==> src/rtl/rv32_pkg.sv <==
// Shared RV32I fetch types: widths, fetch FSM states, buffer entry layout
// and the instruction-address legality check.
package rv32_pkg;

  localparam int XLEN       = 32;
  localparam int ILEN_BYTES = 4;

  typedef enum logic [0:0] {
    RUN  = 1'b0,
    HALT = 1'b1
  } fetch_state_e;

  typedef struct packed {
    logic [XLEN-1:0] pc;
    logic [XLEN-1:0] instr;
  } fetch_entry_t;

  // A fetch address is usable only if word aligned and inside the memory.
  function automatic logic addr_legal(input logic [XLEN-1:0] addr,
                                      input logic [XLEN-1:0] words);
    return (addr[1:0] == 2'b00) && ((addr >> 2) < words);
  endfunction

endpackage

==> src/rtl/fetch_ctrl_if.sv <==
// Bundle of instruction-memory, decode handshake, redirect and status
// signals for the fetch controller. master = fetch side, slave = core side.
interface fetch_ctrl_if;
  import rv32_pkg::*;

  logic [XLEN-1:0] imem_addr;
  logic [XLEN-1:0] imem_rdata;
  logic            redirect_valid;
  logic [XLEN-1:0] redirect_pc;
  logic            if_valid;
  logic            if_ready;
  logic [XLEN-1:0] if_instr;
  logic [XLEN-1:0] if_pc;
  logic            fault_valid;
  logic [XLEN-1:0] fault_pc;
  logic [XLEN-1:0] fetch_count;

  modport master (
    output imem_addr, if_valid, if_instr, if_pc, fault_valid, fault_pc, fetch_count,
    input  imem_rdata, redirect_valid, redirect_pc, if_ready
  );

  modport slave (
    input  imem_addr, if_valid, if_instr, if_pc, fault_valid, fault_pc, fetch_count,
    output imem_rdata, redirect_valid, redirect_pc, if_ready
  );

endinterface

==> src/rtl/fetch_buf.sv <==
// Two-entry shifting FIFO of fetch entries. Entry 0 is always the head, so
// the head output comes straight from a register.
module fetch_buf
  import rv32_pkg::*;
(
  input  logic         clk,
  input  logic         rst_n,
  input  logic         push,
  input  logic         pop,
  input  logic         flush,
  input  fetch_entry_t din,
  output fetch_entry_t head,
  output logic         full,
  output logic         empty
);

  fetch_entry_t entry0_r;
  fetch_entry_t entry1_r;
  logic [1:0]   count_r;
  logic         do_pop_s;
  logic         do_push_s;

  assign full      = (count_r == 2'd2);
  assign empty     = (count_r == 2'd0);
  assign head      = entry0_r;
  // Pop only real data; a push into a full buffer is allowed only alongside a pop.
  assign do_pop_s  = pop && !empty;
  assign do_push_s = push && (!full || do_pop_s);

  // Entry storage and occupancy; flush discards everything.
  always_ff @(posedge clk or negedge rst_n) begin
    if (!rst_n) begin
      entry0_r <= '0;
      entry1_r <= '0;
      count_r  <= 2'd0;
    end else if (flush) begin
      count_r  <= 2'd0;
    end else begin
      case ({do_push_s, do_pop_s})
        2'b10: begin
          if (count_r == 2'd0) begin
            entry0_r <= din;
          end else begin
            entry1_r <= din;
          end
          count_r <= count_r + 2'd1;
        end
        2'b01: begin
          entry0_r <= entry1_r;
          count_r  <= count_r - 2'd1;
        end
        2'b11: begin
          if (count_r == 2'd2) begin
            entry0_r <= entry1_r;
            entry1_r <= din;
          end else begin
            entry0_r <= din;
          end
        end
        default: begin
          count_r <= count_r;
        end
      endcase
    end
  end

endmodule

==> src/rtl/fetch_ctrl.sv <==
// RV32I instruction-fetch controller: owns the fetch PC, buffers returned
// words for decode, follows redirects and halts with a fault on illegal
// fetch targets.
module fetch_ctrl
  import rv32_pkg::*;
#(
  parameter logic [XLEN-1:0] RESET_PC  = 32'h0000_0000,
  parameter int              MEM_WORDS = 45
)(
  input  logic          clk,
  input  logic          rst_n,
  fetch_ctrl_if.master  bus
);

  localparam logic [XLEN-1:0] MEM_WORDS_W = XLEN'(MEM_WORDS);
  localparam logic [XLEN-1:0] PC_STEP     = XLEN'(ILEN_BYTES);

  fetch_state_e    state_r, state_nxt_s;
  logic [XLEN-1:0] fetch_pc_r, fetch_pc_nxt_s;
  logic            fault_valid_r, fault_valid_nxt_s;
  logic [XLEN-1:0] fault_pc_r, fault_pc_nxt_s;
  logic [XLEN-1:0] fetch_count_r;

  logic            push_s;
  logic            pop_s;
  logic            flush_s;
  logic            slot_free_s;
  logic            buf_full_s;
  logic            buf_empty_s;
  fetch_entry_t    buf_din_s;
  fetch_entry_t    buf_head_s;

  assign pop_s       = !buf_empty_s && bus.if_ready;
  assign slot_free_s = !buf_full_s || pop_s;
  assign buf_din_s   = '{pc: fetch_pc_r, instr: bus.imem_rdata};

  fetch_buf u_buf (
    .clk   (clk),
    .rst_n (rst_n),
    .push  (push_s),
    .pop   (pop_s),
    .flush (flush_s),
    .din   (buf_din_s),
    .head  (buf_head_s),
    .full  (buf_full_s),
    .empty (buf_empty_s)
  );

  // Next-state logic: redirect wins, otherwise fetch sequentially while legal.
  always_comb begin
    state_nxt_s       = state_r;
    fetch_pc_nxt_s    = fetch_pc_r;
    fault_valid_nxt_s = fault_valid_r;
    fault_pc_nxt_s    = fault_pc_r;
    push_s            = 1'b0;
    flush_s           = 1'b0;
    if (bus.redirect_valid) begin
      flush_s = 1'b1;
      if (addr_legal(bus.redirect_pc, MEM_WORDS_W)) begin
        fetch_pc_nxt_s    = bus.redirect_pc;
        state_nxt_s       = RUN;
        fault_valid_nxt_s = 1'b0;
      end else begin
        state_nxt_s       = HALT;
        fault_valid_nxt_s = 1'b1;
        fault_pc_nxt_s    = bus.redirect_pc;
      end
    end else begin
      case (state_r)
        RUN: begin
          if (slot_free_s) begin
            if (addr_legal(fetch_pc_r, MEM_WORDS_W)) begin
              push_s         = 1'b1;
              fetch_pc_nxt_s = fetch_pc_r + PC_STEP;
            end else begin
              // Sequential overrun: stop here, buffered entries still drain.
              state_nxt_s       = HALT;
              fault_valid_nxt_s = 1'b1;
              fault_pc_nxt_s    = fetch_pc_r;
            end
          end else begin
            push_s = 1'b0;
          end
        end
        HALT: begin
          push_s = 1'b0;
        end
        default: begin
          state_nxt_s = HALT;
        end
      endcase
    end
  end

  // State, PC, fault and delivered-instruction counter registers.
  always_ff @(posedge clk or negedge rst_n) begin
    if (!rst_n) begin
      state_r       <= RUN;
      fetch_pc_r    <= RESET_PC;
      fault_valid_r <= 1'b0;
      fault_pc_r    <= '0;
      fetch_count_r <= '0;
    end else begin
      state_r       <= state_nxt_s;
      fetch_pc_r    <= fetch_pc_nxt_s;
      fault_valid_r <= fault_valid_nxt_s;
      fault_pc_r    <= fault_pc_nxt_s;
      fetch_count_r <= fetch_count_r + (pop_s ? 32'd1 : 32'd0);
    end
  end

  assign bus.imem_addr   = fetch_pc_r;
  assign bus.if_valid    = !buf_empty_s;
  assign bus.if_instr    = buf_head_s.instr;
  assign bus.if_pc       = buf_head_s.pc;
  assign bus.fault_valid = fault_valid_r;
  assign bus.fault_pc    = fault_pc_r;
  assign bus.fetch_count = fetch_count_r;

endmodule

==> src/flat_wrapper.sv <==
// flat-port wrapper written by rule: the top's interface ports become plain ports
module fetch_ctrl_flat import rv32_pkg::*;
#(
  parameter logic [XLEN-1:0] RESET_PC  = 32'h0000_0000,
  parameter int              MEM_WORDS = 45
)
  (clk, rst_n, bus_imem_addr, bus_if_valid, bus_if_instr, bus_if_pc, bus_fault_valid, bus_fault_pc, bus_fetch_count, bus_imem_rdata, bus_redirect_valid, bus_redirect_pc, bus_if_ready);
  fetch_ctrl_if bus_i ();
  input  logic clk;
  input  logic rst_n;
  output wire logic [$bits(bus_i.imem_addr)-1:0] bus_imem_addr;
  output wire logic [$bits(bus_i.if_valid)-1:0] bus_if_valid;
  output wire logic [$bits(bus_i.if_instr)-1:0] bus_if_instr;
  output wire logic [$bits(bus_i.if_pc)-1:0] bus_if_pc;
  output wire logic [$bits(bus_i.fault_valid)-1:0] bus_fault_valid;
  output wire logic [$bits(bus_i.fault_pc)-1:0] bus_fault_pc;
  output wire logic [$bits(bus_i.fetch_count)-1:0] bus_fetch_count;
  input wire logic [$bits(bus_i.imem_rdata)-1:0] bus_imem_rdata;
  input wire logic [$bits(bus_i.redirect_valid)-1:0] bus_redirect_valid;
  input wire logic [$bits(bus_i.redirect_pc)-1:0] bus_redirect_pc;
  input wire logic [$bits(bus_i.if_ready)-1:0] bus_if_ready;
  assign bus_imem_addr = bus_i.imem_addr;
  assign bus_if_valid = bus_i.if_valid;
  assign bus_if_instr = bus_i.if_instr;
  assign bus_if_pc = bus_i.if_pc;
  assign bus_fault_valid = bus_i.fault_valid;
  assign bus_fault_pc = bus_i.fault_pc;
  assign bus_fetch_count = bus_i.fetch_count;
  assign bus_i.imem_rdata = bus_imem_rdata;
  assign bus_i.redirect_valid = bus_redirect_valid;
  assign bus_i.redirect_pc = bus_redirect_pc;
  assign bus_i.if_ready = bus_if_ready;
  fetch_ctrl #(.RESET_PC(RESET_PC), .MEM_WORDS(MEM_WORDS)) u_core (.clk(clk), .rst_n(rst_n), .bus(bus_i));
endmodule
==> config.mk <==
export PLATFORM = sky130hd
export DESIGN_NAME = fetch_ctrl_flat
export DESIGN_NICKNAME = d
export VERILOG_FILES = /design/src/rtl/rv32_pkg.sv /design/src/rtl/fetch_ctrl_if.sv /design/src/rtl/fetch_buf.sv /design/src/rtl/fetch_ctrl.sv /design/src/flat_wrapper.sv
export SDC_FILE = /design/constraint.sdc
export NUM_CORES = 1
export LEC_CHECK = 0
export ABC_AREA = 1
export CAP_MARGIN = 20
export CORE_MARGIN = 8
export CORE_UTILIZATION = 30
export CTS_CLUSTER_DIAMETER = 50
export DETAILED_ROUTE_END_ITERATION = 7
export PLACE_DENSITY = 0.6
export SETUP_SLACK_MARGIN = 0.5
export SLEW_MARGIN = 20
export SYNTH_ARGS = -nofsm -noshare
export SYNTH_HDL_FRONTEND = slang
export SYNTH_HIERARCHICAL = 1
export SYNTH_SLANG_ARGS = --single-unit
==> constraint.sdc <==
create_clock -name clk -period 6.4 [get_ports clk]
set_input_delay 1.92 -clock clk [delete_from_list [all_inputs] [get_ports clk]]
set_output_delay 1.92 -clock clk [all_outputs]
set_load 0.1 [all_outputs]
-- Yosys cells after proc, flatten, opt, wreduce, memory -nomap -nowiden
Index checks and enable logic that the tools add are counted.
- bits in registers: 228
- latch bits: 0
- bits in writable memories: 0
- ROM bits: 0
- bits of input ports: 68
- output and inout bits: 162
- logic and storage cells: 84
- memories: 0
- add/sub/neg operators: 4
- multipliers: 0
- divide/modulo/power cells: 0
- order comparisons: 2
- equal/unequal tests: 11
- shift operators: 0
- muxes and demuxes: 33
- bitwise gates (word level): 2
- reduce and logical (&&, ||, !) cells: 22
- operators by type and width (cell ; number):
    $mux W32 ; 10
    $mux W64 ; 4
    $pmux W64 S3 ; 1
    $pmux W64 S2 ; 1
    $lt A30 B6 Y1 const B ; 2
    $add A32 B3 Y32 const B ; 1
    $add A32 B32 Y32 ; 1
    $mux W1 ; 14
    $reduce_and A4 Y1 ; 3
    $ne A2 B2 Y1 const B ; 4
    $eq A2 B2 Y1 const B ; 3
    $logic_not A2 Y1 ; 3
    $ne A2 B1 Y1 const B ; 3
    $reduce_and A3 Y1 ; 2
    $reduce_bool A2 Y1 ; 3
    $reduce_bool A3 Y1 ; 2
    $logic_and A1 B1 Y1 ; 5
    $pmux W2 S2 ; 1
    $add A2 B1 Y2 const B ; 1
    $eq A2 B1 Y1 const B ; 1
    $logic_not A1 Y1 ; 2
    $logic_or A1 B1 Y1 ; 2
    $mux W2 ; 1
    $not A1 Y1 ; 2
    2 further kinds ; 2

-- Logic depth before layout (Yosys ltp)
- word-level depth: 11
- mapped depth: 16
- depth with buffers taken out: 15

-- Modules after synthesis
Netlist, hierarchy kept.
- by module, submodules not included (module ; instances ; cells each ; area each (um^2) ; sequential area each (um^2)):
    fetch_buf ; 1 ; 788 ; 6023.3 ; 3253.1
    fetch_ctrl ; 1 ; 614 ; 4827.1 ; 2452.4

-- Worst setup path after synthesis
Ideal clock, no wire load.
- path type: input port to flip-flop
- from: input port bus_if_ready
- to: register u_core.fetch_count_r[22], in the netlist u_core/bus.fetch_count[22]
- arrival: 3548 ps
- slack: 2726 ps
- cell stages on the path: 10
- path buffers: 0
- cell sequence: inv_1 > nor2_1 > ha_1 > ha_1 > nand3_1 > nor2_1 > nand2_1 > nor3_1 > nand3_1 > xor2_1
- cells in the longest elaborated chain, start to end: 3
- ends and longest elaborated chain (what ; line ; text):
    start: declaration ; flat_wrapper.sv:21 ; input wire logic [$bits(bus_i.if_ready)-1:0] bus_if_ready;
    $logic_and A1 B1 Y1 ; fetch_ctrl.sv:33 ; assign pop_s = !buf_empty_s && bus.if_ready;
    via u_core.pop_s ; fetch_ctrl.sv:25 ; logic pop_s;
    $mux W1 ; fetch_ctrl.sv:108 ; fetch_count_r <= fetch_count_r + (pop_s ? 32'd1 : 32'd0);
    $add A32 B32 Y32 ; fetch_ctrl.sv:108 ;
    end signal: assignment ; fetch_ctrl.sv:108 ;
    end: declaration ; fetch_ctrl.sv:22 ; logic [XLEN-1:0] fetch_count_r;
The timed path passes the listed nets, and every way through them passes these cells.
A chain may end at the register's enable or synchronous reset.

-- Worst setup path in the final report
- from: input port bus_redirect_valid
- to: register u_core.fault_pc_r[4], in the netlist u_core/bus.fault_pc[4]
- cells in the longest elaborated chain, start to end: 2
- elaborated cells on any way between the ends: 6
- classes of those cells: 3 x eq/ne; 1 x mux; 2 x reduce/logical
- ends and longest elaborated chain (what ; line ; text):
    start: declaration ; flat_wrapper.sv:19 ; input wire logic [$bits(bus_i.redirect_valid)-1:0] bus_redirect_valid;
    $ne A2 B2 Y1 (no line) or $reduce_bool A2 Y1 (tied branches) ; - ;
    $reduce_and A4 Y1 (no line) ; - ;
    end signal: assignment ; fetch_ctrl.sv:107 ; fault_pc_r <= fault_pc_nxt_s;
    end: declaration ; fetch_ctrl.sv:21 ; logic [XLEN-1:0] fault_pc_r, fault_pc_nxt_s;
Parallel ways exist; a longest one is shown, timed or not.

==> flow_summary.ini <==
[run_status]
outcome = completed

[cts]
post_cts_resized = 0
clock_path_buffers = 3
clkTransAtPathRegs_ns = 0.06
htreeDepth = 1
cts_made_buffers = 27
cts_hold_buf = 0
cts_tree = done
post_cts_buffers = 0
cts_sinks = 228
clk_latency_ns = 0.53
root_buffer = clkbuf_16

[min_path]
hp-class = reg2reg

[timing]
fin_skew_ns = 0.01382
maxSlewViolCount = 0
finalSetupViolations = 0
setup_tns_ns = 0
fmax_mhz = 227.3
worstMarginPinSlew_ns = 1.070
rsz0062_at_grt = false
maxSlewHeadroom_pct = 28.41
period_needed_ns = 4.399
min_period_over_period_pct = 68.73
finalHoldViolations = 0

[floorplanning]
fp.dieH_um = 206.2
dieArea_um2 = 42510
core.rowCount = 69
die_w_um = 206.2
io_pins = 230
initial_core_util_pct = 30.51
coreArea_um2 = 35570

[final_layout]
antenna_cells = 0
final_common_cell = nand2_1
area_growth_pct = 32.20
layout.nets = 1674
drive_gt1_share_pct = 4.809
layout_common_cells = nand2_1 (578), dfrtp_1 (228), clkdlybuf4s50_1 (227)

[global_route]
antenna_found_initial = 0
use_met2_pct = 23.34
overflow = 0
grt_pass1_vias = 9507
use_met1_pct = 20.35
grt_max_degree = 141
grtUsageTotal_pct = 14.85
busiest_layer = met2
grt_pass1_wl_um = 51760
grt_use_met3_pct = 3.401

[pwr]
intPower_w = 0.002993
pwr-share-seq_pct = 32.0
power_w = 0.005459
leakage_nw = 7.343
pwr-share-clk_pct = 28.0
p_comb_share_pct = 40.0
p_per_area_nw_per_um2 = 380.6
switching_share_pct = 45.17
ir_drop_mv = 0.2705
p_sw_w = 0.002466

[setup_path]
crit_fanout = 68
slowest_stage = nand3_2
path_cells = buf_2 -> buf_4 -> nand2_1 -> nor2_1 -> nand2_1 -> nor2_2 -> nand3_2 -> nand3_2 -> nand2_1 -> nand2_1
critPathCaptureType = flip-flop
path_class = in2reg
slowest_delay_ns = 0.86
cp_data_arrival_time_ns = 4.86
critical_path.startpoint_type = primary input
cpMostUsedCell = nand2_1
crit_required_ns = 6.86

[place]
portBuffers = 229
place_hpwl_um = 22230
place.gp.congestion = 0.8217

[logic_synthesis]
synthCells = 1402
synthesis.area_um2 = 10850
synthAdderAreaFrac_pct = 0.4613
synth_nets = 1474
ys_warn_count = 6
synthXorXnorAreaFrac_pct = 2.422
synth.avg_cell_area_um2 = 7.739
synthMuxAreaShare_pct = 0.1038
synth_area_leaders = dfrtp_1 (53%), nand2_1 (20%), nand3_1 (5.7%)
synth.largest_area_cell = dfrtp_1
synth-seq-cells = 228
yosys.area_share.simple_pct = 30.85
synth_compound_area_share_pct = 4.878
yosysSeqAreaShare_pct = 52.58
synth_top_family_by_area = simple AND/OR/NAND/NOR gates
synth_cell_types = 30
yosysTopAreaCellShare_pct = 52.58

[routing]
via_per_inst = 4.520
drt-total-wl_um = 31700
antenna_left = 0
wl_per_cell_um = 15.22
drc = 0
dr_total_vias = 9415
drtPass1Iterations = 5
drt_iter0_drc = 542

[run]
maxCapViolCount = 0
-- per-stage QoR --
stage / setup WS [ns] / area [um^2] / hold slack (ns) / cells / util, %
after floorplan: 2.726 / 10850 / 0.4594 / 1402 / -
after global placement: 1.538 / 13430 / 0.4544 / 2034 / 37.77
after detailed placement: 1.475 / 13440 / 0.4584 / 2034 / 37.78
after CTS: 2.025 / 14340 / 0.4734 / 2083 / 40.33
after global routing: 1.666 / 14340 / 0.4781 / 2083 / 40.33
final: 2.001 / 14340 / 0.4680 / 2083 / 40.33
-- flip-flops by register name (all words and copies together), names as in the netlist --
name,flops
u_core/u_buf/head,64
u_core/state_r,1
u_core/u_buf/count_r,2
u_core/bus.fault_valid,1
u_core/bus.fault_pc,32
u_core/u_buf/entry1_r,64
u_core/bus.fetch_count,32
u_core/bus.imem_addr,32
-- worst paths after layout --
check                                                 end  cells past startpoint  slack (ns)                     from
worst max-delay path               u_core/bus.fault_pc[4]                     10        2.00       bus_redirect_valid
worst min-delay path                u_core/u_buf/head[30]                      2        0.47    u_core/u_buf/head[30]
worst max register to register  u_core/u_buf/entry1_r[22]                     14        3.12  u_core/u_buf/count_r[1]
worst min register to register      u_core/u_buf/head[30]                      2        0.47    u_core/u_buf/head[30]
max in group asynchronous       u_core/u_buf/entry1_r[22]                      2        3.82                    rst_n
min in group asynchronous         u_core/bus.fault_pc[10]                      1        1.37                    rst_n
-- worst max-delay path, delay by kind of cell --
kind                   cells  cell delay, ns
buffers and inverters      2            0.60
AND/OR/NAND/NOR            8            2.32
-- logic make-up after synthesis --
| logic type | Yosys count |
|---|---|
| mux | 1 |
| flops | 228 |
| xor+xnor | 30 |
| compound gates | 104 |
| fa+ha+maj | 4 |
| simple gates | 824 |
| buf+inv | 211 |
-- synth_stat cells --
| cell type | number |
|---|---|
| nand2_1 | 578 |
| dfrtp_1 | 228 |
| inv_1 | 141 |
| nand3_1 | 124 |
| nor2_1 | 79 |
| o21ai_1 | 65 |
| buf_2 | 44 |
| o21ai_0 | 33 |
| xor2_1 | 19 |
| nor3_1 | 18 |
| xnor2_1 | 11 |
| buf_6 | 10 |
| clkbuf_1 | 7 |
| nor2_2 | 7 |
| buf_4 | 6 |
| nand2_2 | 5 |
| nand4_1 | 5 |
| ha_1 | 4 |
| inv_2 | 3 |
| a21oi_1 | 2 |
| a31oi_1 | 2 |
| nand3_2 | 2 |
| nand3b_1 | 2 |
| a21oi_2 | 1 |
| and2_0 | 1 |
| and2_1 | 1 |
| and3_1 | 1 |
| mux2_2 | 1 |
| nor3_2 | 1 |
| o21a_1 | 1 |
-- power groups by stage --
| stage | sequential, W | combinational (W) | clock [W] |
|---|---|---|---|
| 3_3_place_gp | 0.00177 | 0.00219 | 0 |
| 6_report | 0.00175 | 0.00218 | 0.00153 |
| 3_5_place_dp | 0.00177 | 0.00220 | 0 |
| 2_1_floorplan | 0.00315 | 0.000226 | 0 |
| 4_1_cts | 0.00175 | 0.00220 | 0.00158 |
| 5_1_grt | 0.00177 | 0.00226 | 0.00164 |
-- area by class of cell --
type | count | area (um^2)
sequential | 228 | 5705
clock buffer | 35 | 755.7
multi-input combinational | 963 | 4230
fill | 3626 | 21230
tap | 461 | 576.8
inverter | 144 | 540.5
clock inverter | 14 | 150.1
timing repair buffer | 238 | 2385
-- routing by layer --
| layer | wire length, um | up-vias |
|---|---|---|
| li1 | - | 4734 |
| met1 | 14720 | 4355 |
| met2 | 14010 | 278 |
| met3 | 2304 | 48 |
| met4 | 675 | 0 |
| met5 | 0 | - |
(Power assumes the default switching activity.)
